File: config.mk
export PLATFORM = sky130hd
export DESIGN_NAME = fifo_sync_flags
export DESIGN_NICKNAME = d
export VERILOG_FILES = /design/src/rtl/fifo_sync_flags.sv
export SDC_FILE = /design/constraint.sdc
export NUM_CORES = 1
export LEC_CHECK = 0
export ABC_CLOCK_PERIOD_IN_PS = 2330
export CORE_MARGIN = 5
export CORE_UTILIZATION = 51
export DETAILED_ROUTE_END_ITERATION = 10
export HOLD_SLACK_MARGIN = 0.12
export PLACE_DENSITY = 0.82
export SYNTH_ARGS = -nofsm -noshare
export SYNTH_HDL_FRONTEND = slang
export SYNTH_SLANG_ARGS = --single-unit
export TNS_END_PERCENT = 10
File: constraint.sdc
create_clock -name clk -period 2.33 [get_ports clk]
set_clock_uncertainty 0.05 [all_clocks]
set_input_delay 0.5825 -clock clk [delete_from_list [all_inputs] [get_ports clk]]
set_output_delay 0.5825 -clock clk [all_outputs]
set_load 0.005 [all_outputs]
File: src/rtl/fifo_sync_flags.sv
// Single-clock FIFO with occupancy count, almost-full/empty thresholds, error pulses, optional FWFT.
// Latency: flags 1 cycle after the accepting edge; data_out 1 cycle after a read (FWFT=0) or after the write into empty (FWFT=1).
// Backpressure: writes when full and reads when empty are dropped and flagged with a one-cycle overflow/underflow pulse.
module fifo_sync_flags #(
    parameter int Depth    = 8,
    parameter int Width    = 8,
    parameter int AF_Level = Depth - 2,
    parameter int AE_Level = 2,
    parameter int FWFT     = 0
) (
    input  logic                     clk,
    input  logic                     rst,
    input  logic                     w_en,
    input  logic                     r_en,
    input  logic [Width-1:0]         data_in,
    output logic [Width-1:0]         data_out,
    output logic                     full,
    output logic                     empty,
    output logic                     almost_full,
    output logic                     almost_empty,
    output logic [$clog2(Depth):0]   count,
    output logic                     overflow,
    output logic                     underflow
);

    localparam int PW = $clog2(Depth);
    localparam int CW = PW + 1;

    localparam logic [CW-1:0] DEPTH_C = CW'(Depth);
    localparam logic [CW-1:0] AF_C    = CW'(AF_Level);
    localparam logic [CW-1:0] AE_C    = CW'(AE_Level);

    // Reject illegal configurations at elaboration rather than building a broken FIFO.
    generate
        if (Depth < 4 || (Depth & (Depth - 1)) != 0) begin : g_bad_depth
            $error("fifo_sync_flags: Depth must be a power of two and at least 4");
        end
        if (AF_Level < 1 || AF_Level > Depth) begin : g_bad_af
            $error("fifo_sync_flags: AF_Level must be in 1..Depth");
        end
        if (AE_Level < 0 || AE_Level >= AF_Level) begin : g_bad_ae
            $error("fifo_sync_flags: AE_Level must be in 0..AF_Level-1");
        end
    endgenerate

    logic [Width-1:0] mem [Depth];
    logic [PW-1:0]    wr_ptr;
    logic [PW-1:0]    rd_ptr;
    logic             wr_acc;
    logic             rd_acc;

    // Acceptance uses the registered flags, so a read frees no space for a write on the same edge.
    assign wr_acc = w_en & ~full;
    assign rd_acc = r_en & ~empty;

    // Flags come straight from the count register: glitch-free, no path from w_en/r_en.
    assign full         = (count == DEPTH_C);
    assign empty        = (count == '0);
    assign almost_full  = (count >= AF_C);
    assign almost_empty = (count <= AE_C);

    // Storage array; deliberately not reset, contents are don't-care until written.
    always_ff @(posedge clk) begin
        if (!rst && wr_acc) begin
            mem[wr_ptr] <= data_in;
        end
    end

    // Pointers, occupancy and error pulses; reset wins over any request on the same edge.
    always_ff @(posedge clk) begin
        if (rst) begin
            wr_ptr    <= '0;
            rd_ptr    <= '0;
            count     <= '0;
            overflow  <= 1'b0;
            underflow <= 1'b0;
        end else begin
            if (wr_acc) begin
                wr_ptr <= wr_ptr + 1'b1;
            end
            if (rd_acc) begin
                rd_ptr <= rd_ptr + 1'b1;
            end
            unique case ({wr_acc, rd_acc})
                2'b10:   count <= count + 1'b1;
                2'b01:   count <= count - 1'b1;
                default: count <= count;
            endcase
            overflow  <= w_en & full;
            underflow <= r_en & empty;
        end
    end

    generate
        if (FWFT != 0) begin : g_fwft
            // Head word is presented continuously; forced to zero while nothing is queued.
            always_comb begin
                data_out = '0;
                if (!empty) begin
                    data_out = mem[rd_ptr];
                end
            end
        end else begin : g_std
            logic [Width-1:0] data_q;

            // Registered read port: loads only on an accepted read, holds across rejected ones.
            always_ff @(posedge clk) begin
                if (rst) begin
                    data_q <= '0;
                end else if (rd_acc) begin
                    data_q <= mem[rd_ptr];
                end
            end

            assign data_out = data_q;
        end
    endgenerate

endmodule

**Word level (Yosys, flattened, before mapping)**

Memories as Yosys holds them, arrays and structs flattened. A register that Yosys moved wholly into a read port is not among the register bits.
Cells that the tools add are included.

- Bits in registers: 12
- Latch bits: 0
- Bits in writable memories: 64
- ROM bits: 0
- Output and inout port bits: 18
- Memories: 1

- Add/sub/neg operators: 4
- Multipliers: 0
- Divide/modulo/power cells: 0
- Magnitude comparators: 2
- Eq/ne operators: 3
- Shifts and indexed selects: 0
- Multiplexer cells: 3
- Bitwise gates (word level): 6
- Reductions and logical operators: 4

Memories:

| memory | words | width | read ports | clocked after memory_dff | write ports | line | source |
|---|---|---|---|---|---|---|---|
| mem | 8 | 8 | 1 | 1 | 1 | 46 | `logic [Width-1:0] mem [Depth];` |

Operator list:

| kind | count |
|---|---|
| $pmux 4 s2 | 1 |
| $add 3x1->3 const B | 2 |
| $add 4x1->4 const B | 1 |
| $and 1x1->1 | 4 |
| $eq 4x4->1 const B | 1 |
| $ge 4x3->1 const B | 1 |
| $le 4x2->1 const B | 1 |
| $logic_not 4->1 | 1 |
| $sub 4x1->4 const B | 1 |
| $eq 2x1->1 const B | 1 |
| $eq 2x2->1 const B | 1 |
| $mux 1 | 2 |
| $not 1->1 | 2 |
| $reduce_bool 2->1 | 1 |
| $logic_and 1x1->1 | 1 |
| $logic_not 1->1 | 1 |

**Depth between registers and ports, before layout**

Gate-level depths: netlist of run 1.

- Depth in word-level cells: 6
- Depth in mapped cells: 11
- Mapped depth without buffers: 9

**Least setup slack after synthesis of run 1**

No wires, ideal clock.

- Kind: reg-to-reg
- Start: reg count[1]
- End: reg count[3]
- Arrival: 2298 ps
- Data required time: 2159 ps
- Setup slack: -139 ps
- Cell stages (with the launch flop): 9
- Cell sequence: dfxtp_1 > buf_6 > or4b_1 > buf_4 > nand2_4 > ha_1 > or3_1 > o32ai_1 > mux2_2

- Longest elaborated chain between the ends: 5
- Elaborated cells on any way between the ends: 12
- Those cells by class: add/sub: 2; eq/ne: 3; mux: 1; bitwise: 4; reduce/logical: 2

Ends and longest elaborated chain:

| item | line | source |
|---|---|---|
| start, declared | 21 | `output logic [$clog2(Depth):0] count,` |
| start signal, assigned | 85 | `2'b10: count <= count + 1'b1;` |
| start signal, assigned | 86 | `2'b01: count <= count - 1'b1;` |
| start signal, assigned | 87 | `default: count <= count;` |
| $eq 4x4->1 / $logic_not 4->1 (equally long branches) | 57, 58 |  |
| $not 1->1 (on tied branches) | 53, 54 |  |
| $and 1x1->1 (on tied branches) | 53, 54 |  |
| $eq 2x1->1 / $eq 2x2->1 (equally long branches) | 84 | `unique case ({wr_acc, rd_acc})` |
| $pmux 4 s2 / $reduce_bool 2->1 (equally long branches) | -- |  |

Parallel ways exist; a longest one is shown, timed or not.
A chain may end at the register's enable or synchronous reset.

**Worst setup path in the final report of run 1**

- Start: reg count[2]
- End: reg count[2]

The elaborated chain is that of the path after synthesis.

==> results of run 1 <==
## worst max-delay path, stage by stage (launching register included)
cell and delay (ns):
dfxtp_2 0.33, or4b_4 0.60, nand2_8 0.10, ha_4 0.13, xor2_1 0.16, ha_2 0.22
a21oi_4 0.04, xor2_2 0.17, or3_4 0.38, a21oi_2 0.11
## power by group through the flow
stage / logic [mW] / clock network (mW) / registers, mW
2_1_floorplan: 0.810 / 0 / 1.89
3_3_place_gp: 1.32 / 0 / 1.86
3_5_place_dp: 1.35 / 0 / 1.87
4_1_cts: 1.38 / 0.946 / 1.84
5_1_grt: 1.61 / 0.997 / 1.86
6_report: 1.49 / 0.924 / 1.84
## synth_stat cells
master	count	share of area (%)
a211oi_1	1	0.22
a21o_1	1	0.22
a21oi_1	3	0.45
a21oi_2	1	0.26
a31oi_1	1	0.19
and3b_1	1	0.26
buf_1	1	0.11
buf_2	3	0.45
buf_4	3	0.67
buf_6	2	0.67
clkbuf_1	1	0.11
clkbuf_2	1	0.15
dfxtp_1	20	12
edfxtp_1	64	57
ha_1	5	1.9
inv_2	1	0.11
mux2_2	1	0.33
mux2i_1	2	0.60
mux4_2	16	11
nand2_1	3	0.33
nand2_2	1	0.19
nand2_4	1	0.33
nand2b_1	4	0.74
nand3_1	1	0.15
nand3_2	1	0.30
nand4b_1	1	0.26
nor2_1	23	2.6
nor2b_1	4	0.74
nor3_1	2	0.30
nor3_2	8	2.4
nor4_1	1	0.19
o21ai_0	1	0.15
o22ai_1	8	1.5
o32ai_1	1	0.26
o41a_1	1	0.33
or3_1	2	0.37
or3_4	1	0.33
or4b_1	1	0.30
xnor2_1	1	0.26
xor2_1	6	1.6
## per-layer routing
layer | vias to the layer above | GRT usage, % | share of wire (%)
met4 | 0 | 8.31 | 2.3
li1 | 893 | - | -
met2 | 51 | 24.8 | 48
met1 | 940 | 20.4 | 45
met5 | - | 0 | 0
met3 | 11 | 3.22 | 4.8
## state kept, by name (all words and copies together), names as in the netlist
name,flops
count,4
data_out,8
mem,64
overflow,1
rd_ptr,3
underflow,1
wr_ptr,3
## stage by stage
stage	TNS, ns	setup slack [ns]	hold WS [ns]	util (%)	total power [mW]
6_report	-0.0327	-0.0327	0.448	65.9	4.25
5_1_grt	-0.171	-0.136	0.475	65.9	4.47
4_1_cts	-0.0858	-0.0586	0.456	64.6	4.17
3_5_place_dp	-5.77	-0.378	0.437	61.5	3.22
3_3_place_gp	-4.61	-0.282	0.427	61.5	3.18
2_1_floorplan	-0.0414	-0.0289	0.442	-	2.70
## worst min path at each step
stage / slack [ns] / endpoint
3_5_place_dp: 0.44 / data_out[7]
2_1_floorplan: 0.44 / rd_ptr[2]
3_3_place_gp: 0.43 / data_out[3]
4_1_cts: 0.46 / data_out[7]
6_report: 0.45 / data_out[7]
5_1_grt: 0.48 / data_out[0]
## timing repair
item / 4_1_cts / 5_1_grt
pin swaps: 2 / 8
endpoints found under the hold margin: 0 / 0
setup buffers: 2 / 4
cloned: 0 / 0
setup endpoints to repair: 4 / 3
gates resized for setup: 4 / 13
## kinds of logic (layout without fill, tap and decap cells)
group | count (synthesis) | in the layout | share of synthesized area, %
DFF | 84 | 84 | 69.1
and+or+nand+nor | 55 | 55 | 9.75
muxes | 19 | 19 | 11.6
AOI/OAI and AO/OA | 18 | 18 | 3.57
buffers and inverters | 12 | 78 | 2.27
xor gates and xnor gates | 7 | 7 | 1.82
adders and majority gates | 5 | 5 | 1.86
## cell type report
type                    count  area (µm²)  share of cell area (%)
well taps                  77        96.3                    2.29
inverters                   1        3.75                  0.0892
repair buffers             61         538                    12.8
flip-flops and latches     84        2330                    55.3
clock buffers              10         138                    3.27
clock inverters             6        38.8                   0.922
multi-input cells         104        1070                    25.4
==> flow_summary_export.csv, run 1 <==
group,metric,value,unit
run_status,status,"finished, violations left",
run_status,violations,"negative setup slack",
clock_tree,htreeDepth,3,
detailed_routing,vias_per_cell,5.52,
detailed_routing,via_count,1895,
power_and_ir_drop,power_frac_clock,21.7,%
detailed_routing,drtIter0Drc,155,
global_route,grt_pass1_wl,9890,µm
clock_tree,root_buffer,"clkbuf_8",
global_route,overflow,0,
worst_setup_path,r2r_cells,9,
die,core,6390,µm²
clock_tree,cts_tree,"done",
detailed_routing,drc,0,
logic_synthesis,syn_avg_cell_area,16.8,µm²
logic_synthesis,ys_warn_count,0,
power_and_ir_drop,switching_share,29.4,%
power_and_ir_drop,power_frac_seq,43.3,%
global_route,grt_pass1_vias,1928,
placed_design,io_buffers,29,
clock_tree,path_clk_slew,0.08,ns
detailed_routing,drt-wirelength-per-cell,18.3,µm
sta,hold_viol_final,0,
worst_setup_path,crit_start,"count[2]",
final_layout,drive_above_1_share,35.0,%
final_layout,final_cell_count_no_fill,343,
logic_synthesis,synth.distinct_cells,40,
logic_synthesis,syn_nets,217,
final_layout,final_nets,278,
worst_setup_path,crit_path_end,"count[2]",
sta,slew_violations,0,
placed_design,placed_area,3930,µm²
logic_synthesis,yosysSeqAreaShare,69.1,%
sta,post-route-min-period,2.36,ns
power_and_ir_drop,p_int,3.01,mW
min_path,hold_depth,2,
sta,max_freq,0.423,GHz
worst_setup_path,cp-end-kind,"register",
clock_tree,hold_buffers,0,
worst_setup_path,worstPathMaxFanout,3,
worst_setup_path,start_kind,"register",
detailed_routing,final_antenna_net_count,0,
final_layout,area_growth,25.2,%
power_and_ir_drop,switching_power,1.25,mW
final_layout,design_area,4210,µm²
die,ios,30,
sta,worst_slew_pin_slew,0.389,ns
clock_tree,cts_sinks,84,
power_and_ir_drop,power_frac_comb,35.0,%
clock_tree,cts_buffer_depth,2,
worst_setup_path,rrSetupSlack,-0.03,ns
sta,fin_ws,-0.0327,ns
sta,setup_violations,1,
final_layout,fill_cells,427,
die,dieWidth,91.2,µm
power_and_ir_drop,powerDensity,1010,nW/µm²
logic_synthesis,syn_inst,200,
worst_setup_path,r2r_end,"count[2]",
worst_setup_path,worstPathArrival,2.60,ns
worst_setup_path,criticalPathCategory,"register to register",
global_route,antenna_found_initial,0,
global_route,track_usage,15.7,%
final_layout,final_cell_mix,"64 x edfxtp_1, 31 x buf_4, 26 x clkdlybuf4s50_1",
detailed_routing,dr.pass1.iters,4,
clock_tree,cts_made_buffers,9,
logic_synthesis,synth_seq_cells,84,
placed_design,place_hpwl,4170,µm
sta,relSlewSlack,74.1,%
die,die_height,91.2,µm
placed_design,place_inst,322,
die,die_area,8320,µm²
global_route,grt_max_degree,21,
power_and_ir_drop,p_leak,1.46,nW
die,start_util,52.6,%
min_path,hp-class,"register to register",
sta,fin_crit_sh,101,%
die,std_cell_rows,29,
min_path,hp-start,"data_out[7]",
detailed_routing,wirelength,6270,µm
clock_tree,clock_latency,0.35,ns
placed_design,gpl.final_weighted_congestion,0.802,
worst_setup_path,rr_startpoint,"count[2]",
run,drv_cap,0,
final_layout,diodes,0,
logic_synthesis,syn_area,3360,µm²
power_and_ir_drop,irDropWorstVdd,723,µV
final_layout,final_common_cell,"edfxtp_1",
worst_setup_path,required,2.56,ns
sta,rsz0062_at_grt,"true",
(Power assumes the default switching activity.)
==> inputs of run 2 (changes only) <==
- ABC_AREA: unset -> 1
- CORE_UTILIZATION: 51 -> 52
==> flow_summary_export.csv, run 2 <==
group,metric,value,unit
clock_tree,cts_sinks,84,
sta,setup_violations,0,
logic_synthesis,synth_top_area_cell,"edfxtp_1",
worst_setup_path,cp-end-kind,"output pin",
logic_synthesis,yosysTopAreaCellShare,52.0,%
sta,hold_viol_final,0,
clock_tree,cts_buffer_depth,2,
logic_synthesis,synth_seq_cells,84,
logic_synthesis,syn_inst,381,
clock_tree,path_clk_slew,0.07,ns
worst_setup_path,criticalPathCategory,"register to output pin",
final_layout,final_common_cell,"nand2_1",
logic_synthesis,synthTopCellsByCount,"103 x nand2_1, 67 x inv_1, 64 x edfxtp_1",
logic_synthesis,synthArstFlopShare,0,%
logic_synthesis,synth.area.top_cells,"edfxtp_1 52%, dfxtp_1 11%, nand2_1 10%, nand3_1 7.0%, inv_1 6.8%",
power_and_ir_drop,power_frac_comb,32.2,%
global_route,overflow,0,
sta,relSlewSlack,61.9,%
detailed_routing,drt-wirelength-per-cell,14.4,µm
die,die_height,94.3,µm
sta,hold_slack,0.414,ns
placed_design,place_inst,511,
final_layout,area_growth,16.1,%
final_layout,diodes,0,
final_layout,largest_reg_flops,64,
sta,rsz0062_at_grt,"false",
final_layout,top_register,"mem",
logic_synthesis,synth.distinct_cells,25,
power_and_ir_drop,irDropWorstVdd,405,µV
placed_design,gpl.final_weighted_congestion,0.810,
power_and_ir_drop,p_int,2.67,mW
placed_design,placed_area,4140,µm²
logic_synthesis,ys_warn_count,0,
die,dieWidth,94.3,µm
min_path,hp-start,"data_out[2]",
detailed_routing,via_count,2610,
worst_setup_path,start_kind,"register",
logic_synthesis,synth.most_common_cell,"nand2_1",
worst_setup_path,worstPathArrival,1.58,ns
sta,fin_crit_sh,95.0,%
placed_design,io_buffers,29,
clock_tree,htreeDepth,3,
clock_tree,cts_tree,"done",
power_and_ir_drop,power_frac_clock,20.8,%
clock_tree,hold_buffers,0,
sta,worst_slew_pin_slew,0.571,ns
logic_synthesis,ys.flop_type,"edfxtp_1",
clock_tree,cts_made_buffers,9,
global_route,grt_pass1_vias,2477,
detailed_routing,dr.pass1.iters,5,
global_route,grt_pass1_wl,11900,µm
logic_synthesis,syn_area,3700,µm²
die,std_cell_rows,30,
logic_synthesis,yosysSeqAreaShare,62.8,%
power_and_ir_drop,switching_power,1.32,mW
logic_synthesis,synth_edf_count,64,
min_path,hp-class,"register to register",
worst_setup_path,required,1.70,ns
final_layout,drive_above_1_share,9.32,%
power_and_ir_drop,p_leak,1.83,nW
power_and_ir_drop,power_frac_seq,47.0,%
worst_setup_path,crit_start,"count[0]",
final_layout,final_cell_count_no_fill,525,
sta,max_freq,0.452,GHz
detailed_routing,drc,0,
final_layout,design_area,4290,µm²
global_route,grt_max_degree,35,
clock_tree,root_buffer,"clkbuf_8",
detailed_routing,drtIter0Drc,193,
detailed_routing,wirelength,7540,µm
worst_setup_path,rr_startpoint,"count[2]",
global_route,track_usage,18.1,%
worst_setup_path,worstPathMaxFanout,5,
placed_design,place_hpwl,5170,µm
detailed_routing,vias_per_cell,4.97,
final_layout,final_cell_mix,"103 x nand2_1, 67 x inv_1, 64 x edfxtp_1",
sta,slew_violations,0,
die,core,6870,µm²
run_status,status,"finished, final reports clean",
die,die_area,8900,µm²
power_and_ir_drop,total_power,3.99,mW
sta,post-route-min-period,2.21,ns
die,start_util,53.8,%
power_and_ir_drop,switching_share,33.2,%
detailed_routing,final_antenna_net_count,0,
global_route,antenna_found_initial,0,
power_and_ir_drop,powerDensity,929,nW/µm²
clock_tree,clock_latency,0.35,ns
logic_synthesis,syn_nets,398,
logic_synthesis,syn_avg_cell_area,9.71,µm²
die,ios,30,
run,drv_cap,0,
final_layout,final_nets,443,
run 2: changes by cell type after synthesis, sizes merged, moves of 3 or more:
cell    previous run  this run
nand3              2        53
nand2              5       106
mux4              16         0
nand2b             4         0
or3                3         0
nor2              23        15
o22ai              8         0
nor3              10         1
inv                1        70
a21oi              4        17
buf                9        12
nor2b              4         0
o21ai              1        12
xor2               6         0
run 2: cell type report:
class,instances,area [µm²]
clock buffers,9,124
clock inverters,5,21.3
fillers,562,2570
inverters,71,274
multi-input cells,213,993
flip-flops and latches,84,2320
well taps,96,120
repair buffers,47,438
run 2: kinds of logic (layout without fill, tap and decap cells):
| group | count (synthesis) | count (layout) | share of synthesized area (%) |
|---|---|---|---|
| compound gates | 29 | 29 | 3.92 |
| xor+xnor | 2 | 2 | 0.474 |
| fa+ha+maj | 5 | 5 | 1.69 |
| buf+inv | 84 | 132 | 10.5 |
| flops | 84 | 84 | 62.8 |
| simple gates | 177 | 177 | 20.6 |
run 2: final timing paths:
path	endpoint	slack [ns]	cells past startpoint
max	full	0.12	4
min	data_out[2]	0.41	2
max reg2reg	count[2]	0.41	11
min reg2reg	data_out[2]	0.41	2
run 2: power groups by stage:
| stage | clock network (mW) | logic (mW) | registers [mW] |
|---|---|---|---|
| floorplan | 0 | 0.881 | 1.86 |
| global placement | 0 | 1.24 | 1.90 |
| detailed placement | 0 | 1.28 | 1.90 |
| CTS | 0.841 | 1.29 | 1.87 |
| global route | 0.902 | 1.43 | 1.90 |
| finish | 0.832 | 1.28 | 1.87 |
run 2: per-stage QoR:
stage	utilization (%)	setup WS (ns)	TNS, ns
after floorplan	-	0.511	0
after global placement	60.3	-0.00257	-0.00257
after detailed placement	60.3	-0.0764	-0.0764
after CTS	62.4	0.0748	0
after global routing	62.5	0.0256	0
final	62.5	0.117	0
run 2: per-layer routing:
metal / vias up / wire length, µm / GRT usage, %
met1: 1207 / 2910 / 21.7
met5: - / 0 / 0
li1: 1308 / - / -
met4: 0 / 81 / 7.34
met2: 87 / 3860 / 32.1
met3: 8 / 681 / 3.03
run 2: critical path, cell delays in order, from the launching register on:
cell             delay, ns
dfxtp_1               0.38
nor2_4                0.15
nand3_2               0.11
inv_1                 0.09
clkdlybuf4s50_1       0.50
run 2: repair_timing:
action | 4_1_cts | 5_1_grt
resized for setup | 0 | 2
setup buffers | 0 | 0
setup endpoints to repair | 0 | 1
